## src/rtl/z80_ir_refresh_pkg.sv

```systemverilog
// Shared Z80 definitions for the I/R refresh block.
// Holds the M1 T-state enumeration (also used by the z80fi tracer so both
// sides agree on the encoding), the refresh increment mask and the helper
// that advances the R register.
package z80_ir_refresh_pkg;

    // M1 cycle T-states; the numeric encoding is visible on the tstate port.
    typedef enum logic [2:0] {
        TS_IDLE = 3'd0,
        TS_T1   = 3'd1,
        TS_T2   = 3'd2,
        TS_T3   = 3'd3,
        TS_T4   = 3'd4
    } tstate_e;

    // Only the low seven bits of R count; bit 7 belongs to software.
    localparam logic [6:0] REFRESH_INC_MASK = 7'h7F;

    // Advance R by one refresh step: low seven bits wrap 127->0, bit 7 kept.
    function automatic logic [7:0] r_increment(input logic [7:0] r_value);
        logic [6:0] low_s;
        low_s = (r_value[6:0] + 7'd1) & REFRESH_INC_MASK;
        return {r_value[7], low_s};
    endfunction

endpackage

```

## src/rtl/z80_ir_refresh.sv

```systemverilog
// Z80 I and R registers with the M1 refresh sequencer.
//
// Ports:
//   clk          - system clock, all state changes on its rising edge
//   reset        - asynchronous active-high reset
//   m1_start     - one-cycle pulse marking T1 of each opcode fetch
//   wait_req     - stretches T2 while high
//   ld_i_we      - LD I,A write strobe
//   ld_r_we      - LD R,A write strobe
//   wdata        - accumulator value for I/R writes
//   reg_i        - current I register
//   reg_r        - current R register
//   refresh_addr - {I, R} captured at the start of the refresh slot
//   rfsh         - refresh strobe, high during T3 and T4
//   tstate       - current M1 T-state (package encoding)
//   proto_err    - sticky flag: m1_start seen in T1, T2 or T3
//
// All outputs come straight from flops; register writes appear one cycle
// after their strobe with no bypass.
module z80_ir_refresh
    import z80_ir_refresh_pkg::*;
#(
    parameter logic [7:0] REG_RESET = 8'h00
) (
    input  logic        clk,
    input  logic        reset,
    input  logic        m1_start,
    input  logic        wait_req,
    input  logic        ld_i_we,
    input  logic        ld_r_we,
    input  logic [7:0]  wdata,
    output logic [7:0]  reg_i,
    output logic [7:0]  reg_r,
    output logic [15:0] refresh_addr,
    output logic        rfsh,
    output logic [2:0]  tstate,
    output logic        proto_err
);

    tstate_e     state_r;
    logic [7:0]  i_r;
    logic [7:0]  r_r;
    logic [15:0] addr_r;
    logic        rfsh_r;
    logic        err_r;

    logic        refresh_edge_s;
    logic        misplaced_m1_s;

    // Decode the T2->T3 edge and any fetch pulse arriving mid-fetch.
    always_comb begin
        refresh_edge_s = 1'b0;
        misplaced_m1_s = 1'b0;
        case (state_r)
            TS_T1: begin
                misplaced_m1_s = m1_start;
            end
            TS_T2: begin
                refresh_edge_s = ~wait_req;
                misplaced_m1_s = m1_start;
            end
            TS_T3: begin
                misplaced_m1_s = m1_start;
            end
            default: begin
                refresh_edge_s = 1'b0;
                misplaced_m1_s = 1'b0;
            end
        endcase
    end

    // M1 sequencer, I/R registers and refresh capture.
    always_ff @(posedge clk or posedge reset) begin
        if (reset) begin
            state_r <= TS_IDLE;
            i_r     <= REG_RESET;
            r_r     <= REG_RESET;
            addr_r  <= 16'h0000;
            rfsh_r  <= 1'b0;
            err_r   <= 1'b0;
        end else begin
            // rfsh is registered alongside the state so it is high exactly
            // while the state register holds T3 or T4.
            case (state_r)
                TS_IDLE: begin
                    rfsh_r <= 1'b0;
                    if (m1_start) begin
                        state_r <= TS_T1;
                    end else begin
                        state_r <= TS_IDLE;
                    end
                end
                TS_T1: begin
                    state_r <= TS_T2;
                    rfsh_r  <= 1'b0;
                end
                TS_T2: begin
                    if (wait_req) begin
                        state_r <= TS_T2;
                        rfsh_r  <= 1'b0;
                    end else begin
                        state_r <= TS_T3;
                        rfsh_r  <= 1'b1;
                    end
                end
                TS_T3: begin
                    state_r <= TS_T4;
                    rfsh_r  <= 1'b1;
                end
                TS_T4: begin
                    rfsh_r <= 1'b0;
                    if (m1_start) begin
                        state_r <= TS_T1;
                    end else begin
                        state_r <= TS_IDLE;
                    end
                end
                default: begin
                    state_r <= TS_IDLE;
                    rfsh_r  <= 1'b0;
                end
            endcase

            // The refresh address uses the values before this edge's update.
            if (refresh_edge_s) begin
                addr_r <= {i_r, r_r};
            end else begin
                addr_r <= addr_r;
            end

            if (ld_i_we) begin
                i_r <= wdata;
            end else begin
                i_r <= i_r;
            end

            // A software write to R wins over the refresh increment.
            if (ld_r_we) begin
                r_r <= wdata;
            end else if (refresh_edge_s) begin
                r_r <= r_increment(r_r);
            end else begin
                r_r <= r_r;
            end

            if (misplaced_m1_s) begin
                err_r <= 1'b1;
            end else begin
                err_r <= err_r;
            end
        end
    end

    assign reg_i        = i_r;
    assign reg_r        = r_r;
    assign refresh_addr = addr_r;
    assign rfsh         = rfsh_r;
    assign tstate       = state_r;
    assign proto_err    = err_r;

endmodule

```

## config.mk

```make
export PLATFORM = sky130hd
export DESIGN_NAME = z80_ir_refresh
export DESIGN_NICKNAME = d
export VERILOG_FILES = /design/src/rtl/z80_ir_refresh_pkg.sv /design/src/rtl/z80_ir_refresh.sv
export SDC_FILE = /design/constraint.sdc
export NUM_CORES = 1
export LEC_CHECK = 0
export ABC_AREA = 0
export BUFFER_PORTS_ARGS = -buffer_cell sky130_fd_sc_hd__buf_2
export CORE_UTILIZATION = 49
export CTS_CLUSTER_SIZE = 12
export DETAILED_ROUTE_END_ITERATION = 8
export PLACE_DENSITY = 0.78
export SLEW_MARGIN = 20
export SYNTH_ARGS = -nofsm -noshare
export SYNTH_HDL_FRONTEND = slang
export SYNTH_SLANG_ARGS = --single-unit
export TNS_END_PERCENT = 100
```

## constraint.sdc

```tcl
create_clock -name clk -period 2 [get_ports clk]
set_input_delay 0.2 -clock clk [delete_from_list [all_inputs] [get_ports clk]]
set_output_delay 0.2 -clock clk [all_outputs]
set_load 0.03 [all_outputs]
```

# Word-level counts from Yosys, hierarchy flattened

Index checks and enable logic that the tools add are counted.

Eq/ne operators: 4
Mux-type cells: 9
Reduce and logical (&&, ||, !) cells: 4
Bitwise operators: 1
$add $sub $neg: 1

Operators with widths:

| kind                                                                   | count |
|---|---|
| 3-bit case mux with 4 select lines                                     | 1 |
| 8-bit 2-to-1 mux                                                       | 1 |
| 7-bit by 1-bit adder with 7-bit output (second input constant)         | 1 |
| 7-bit 2-to-1 mux                                                       | 1 |
| 3-bit by 2-bit equality test with 1-bit output (second input constant) | 2 |
| 1-bit 2-to-1 mux                                                       | 5 |
| 3-bit by 1-bit equality test with 1-bit output (second input constant) | 1 |
| 3-bit equality test (second input constant)                            | 1 |
| 3-bit logical NOT                                                      | 1 |
| 3-bit OR reduction                                                     | 1 |
| 1-bit case mux with 2 select lines                                     | 1 |
| 2-bit nonzero test                                                     | 1 |
| 2-bit OR reduction                                                     | 1 |
| 1-bit NOT                                                              | 1 |

Input port bits: 14
Bits in registers: 37
Word-level logic and storage cells: 26

# Logic depth before layout (Yosys ltp)

Depth after elaboration: 4
Gate-level depth with buffers: 6
Gate-level depth less buffers: 4

# Worst setup path before layout

Ideal clock, no wire load.

Path type: reg2reg
Start point: register state_r[2], in the netlist tstate[2]
End point: register r_r[6], in the netlist reg_r[6]
Arrival: 1.831 ns
Clock period less this slack: 1.913 ns
Slack: 0.087 ns
Stages on the path, launching flop included: 5
Cell sequence: dfrtp_1 or4b_1 buf_2 or4_1 a31oi_1

Word-level cells in the longest chain between the ends: 3

RTL lines:

| element                                        | RTL line              | RTL |
|---|---|---|
| from (decl)                                    | z80_ir_refresh.sv:40  | `tstate_e state_r;` |
| from (signal assigned)                         | z80_ir_refresh.sv:75  | `state_r <= TS_IDLE;` |
| from (signal assigned)                         | z80_ir_refresh.sv:88  | `state_r <= TS_T1;` |
| from (signal assigned)                         | z80_ir_refresh.sv:90  | `state_r <= TS_IDLE;` |
| 3-bit by 2-bit equality test with 1-bit output | z80_ir_refresh.sv:54  | `case (state_r)` |
| 1-bit 2-to-1 mux                               | z80_ir_refresh.sv:54  |  |
| 2-bit nonzero test (no line)                   | --                    |  |
| to (signal assigned)                           | z80_ir_refresh.sv:139 | `r_r <= wdata;` |
| to (signal assigned)                           | z80_ir_refresh.sv:141 | `r_r <= r_increment(r_r);` |
| to (signal assigned)                           | z80_ir_refresh.sv:143 | `r_r <= r_r;` |
| to (decl)                                      | z80_ir_refresh.sv:42  | `logic [7:0] r_r;` |

No other way between the ends.
A chain may end at the register's enable or synchronous reset.

# Worst setup path after layout

Start point: register state_r[0], in the netlist tstate[0]
End point: register r_r[3], in the netlist reg_r[3]

Same word-level chain as after synthesis.

==> flow_summary.yaml <==
synthesis:
  dominantRegCellSynth: "dfrtp_1"
  synth_seq_area_share_pct: 61.5
  synth_cell_types: 24
  syn_inst_count: 146
  ys_async_sr_fraction_pct: 100
  synth.ff_latch_count: 37
  synth_area_per_cell_um2: 10.3
  synth_area_mm2: 0.00151
  synth.yosys.warnings: 0
  synth_edf_count: 0
  synthesis.nets: 161
timing:
  worst_pin_slew_ns: 0.446
  slew-limit-headroom_pct: 70.3
  slew_viol_final: 0
  setup-violations-final: 0
  fin_crit_ns: 1.89
  timing.final.crit_share_pct: 94.5
  max_clock_freq_mhz: 529
  final.setup.tns_ns: 0
  timing_hold_violations_final: 0
  rsz_0062_raised_after_global_routing: "no"
  fin_skew_ns: 0.00693
drt:
  drt_first_pass_iters: 6
  drt_iter0_drc: 27
  drc_errors: 3
  post_drt_via_cell_ratio: 5.25
  totalWireLength_mm: 3.09
  final_antenna_net_count: 0
  vias: 1224
  routed_wire_length_per_instance_um: 13.2
clocking:
  worst_skew_pair.late_latency_ns: 0.33
  cts-root-buf: "clkbuf_4"
  clock_sink_count: 37
  numCtsBuffers: 5
  postCtsResizedCells: 0
  clock_tree_from_tritoncts: "built"
  clock_path_buffers: 2
  h_tree_depth_reported_by_cts: 2
  path_clk_slew_ns: 0.10
placed_design:
  detailedPlacementHpwl_mm: 2.28
  gp_congestion: 0.742
  io_buffers: 50
cells_and_area:
  finished_core_util_pct: 66.3
  post_route_cells_drive_above_1_share_pct: 35.6
  area_growth_syn_to_layout_pct: 24.6
  final_net_count: 217
  diodes: 0
critical_path:
  end_kind: "register"
  worstPathRequired_ns: 2.26
  worst-setup-path-type: "reg -> reg"
  timing.critical_path.arrival_ns: 2.15
  reg2reg_from: "tstate[0]$_DFF_PP0_"
  r2r_endpoint: "reg_r[3]$_DFFE_PP0P_"
  critical_path.max_fanout: 16
  regToRegSetupSlack_ns: 0.11
  worst-r2r-cell-count: 4
  timing.critical_path.from_type: "register"
run_status:
  failed_checks: "design-rule violations"
  status: "finished with violations"
pwr:
  total_leakage_power_nw: 0.988
  power_mw: 2.67
  vdd_ir_drop_max_mv: 0.713
  power_density_mw_per_mm2: 1420
floorplan:
  die_area_mm2: 0.00330
  die_y_um: 57.4
  num_io_pins: 51
  row_count: 19
  initial_utilization_pct: 53.3
  core-area_mm2: 0.00283
  die_x_um: 57.4
min_path:
  timing.hold.worst_endpoint: "reg_r[1]$_DFFE_PP0P_"
  worst_hold_startpoint: "wdata[1]"
  min_path_cells: 3
  hold_path.class: "in -> reg"
global_routing:
  grt_remaining_overflow: 0
  grt_pass1_wl_mm: 5.13
  grt_pass1_vias: 1190
  grt_usage_pct: 20.8
  grt_max_degree: 38
  antenna_found_initial: 0
run:
  drv_cap: 0
[worst max path at each step]
stage / startpoint / endpoint / slack [ns] / cells past startpoint
finish: tstate[0]$_DFF_PP0_ / reg_r[3]$_DFFE_PP0P_ / 0.11 / 4
global route: tstate[0]$_DFF_PP0_ / reg_r[3]$_DFFE_PP0P_ / 0.05 / 4
CTS: tstate[0]$_DFF_PP0_ / reg_r[3]$_DFFE_PP0P_ / 0.11 / 4
detailed placement: tstate[0]$_DFF_PP0_ / reg_r[4]$_DFFE_PP0P_ / 0.14 / 4
global placement: tstate[0]$_DFF_PP0_ / reg_r[3]$_DFFE_PP0P_ / 0.21 / 4
floorplan: tstate[2]$_DFF_PP0_ / reg_r[6]$_DFFE_PP0P_ / 0.09 / 4
[state kept, by name, summed over array words and instances, names as in the netlist]
name and cells:
refresh_addr 16, rfsh 1, tstate 3, reg_i 8
reg_r 8, proto_err 1
[layer usage]
metal | wire length (um) | GRT usage (%) | part of all wire (%)
met5 | 0 | 0 | 0
met4 | 70 | 12.5 | 2.3
met3 | 125 | 4.76 | 4.1
met2 | 1560 | 34.1 | 51
met1 | 1330 | 25.1 | 43
[synth_stat cells (3+ instances only)]
cell type | count | area, um2
nand2_1 | 54 | 203
a31oi_1 | 4 | 25.0
mux2_2 | 9 | 101
nand3_1 | 3 | 15.0
dfrtp_1 | 37 | 926
o21ai_0 | 4 | 20.0
nor2_1 | 6 | 22.5
clkbuf_1 | 6 | 22.5
[per-stage QoR]
| step | hold slack [ns] | cell area, um2 | worst slack (ns) | std cells |
|---|---|---|---|---|
| after floorplan | 0.314 | 1510 | 0.0873 | 146 |
| after global placement | 0.319 | 1810 | 0.206 | 225 |
| after detailed placement | 0.327 | 1810 | 0.143 | 225 |
| after CTS | 0.0798 | 1880 | 0.115 | 233 |
| after global routing | 0.0765 | 1880 | 0.0457 | 233 |
| final | 0.0910 | 1880 | 0.110 | 233 |
[cell type report]
type / instances / area [um2]
multi-input combinational: 100 / 552
tap: 31 / 38.8
sequential: 37 / 926
inverter: 2 / 7.51
clock buffer: 7 / 55.1
timing repair buffer: 56 / 298
fill: 242 / 952
[report_power, final]
group / internal, mW / total, mW / switching [mW]
clock network: 0.166 / 0.386 / 0.220
logic: 0.361 / 1.16 / 0.802
registers: 0.969 / 1.12 / 0.149
[cell usage in the layout, fill, tap and decap left out, types with 2 or more instances in the layout]
master	count
o21ai_0	4
buf_2	50
a31oi_1	4
xnor2_1	2
inv_1	2
clkbuf_4	5
nand2_1	54
nand3_1	3
buf_4	5
mux2_2	9
nand2b_1	2
nor2_1	6
dfrtp_1	37
or3_1	2
o31ai_1	2
or4_1	2
[worst max-delay path: stages (launching register included)]
cell	delay, ns
dfrtp_1	0.46
or4b_1	0.60
buf_4	0.23
or3_1	0.35
a31oi_1	0.17
[cell families (layout without fill, tap and decap cells)]
logic type	count (synthesis)	in the layout	share of synthesized area, %
buf+inv	9	65	2.33
mux	10	10	7.39
fa+ha+maj	1	1	0.830
compound gates	13	13	5.40
xor+xnor	2	2	1.16
flops	37	37	61.5
simple gates	74	74	21.4
[what timing repair did]
item,CTS,global route
hold endpoints to repair,37,0
setup buffers,0,0
hold buffers,1,0
setup endpoints to repair,0,0
Power figures use the tool's default switching activity.
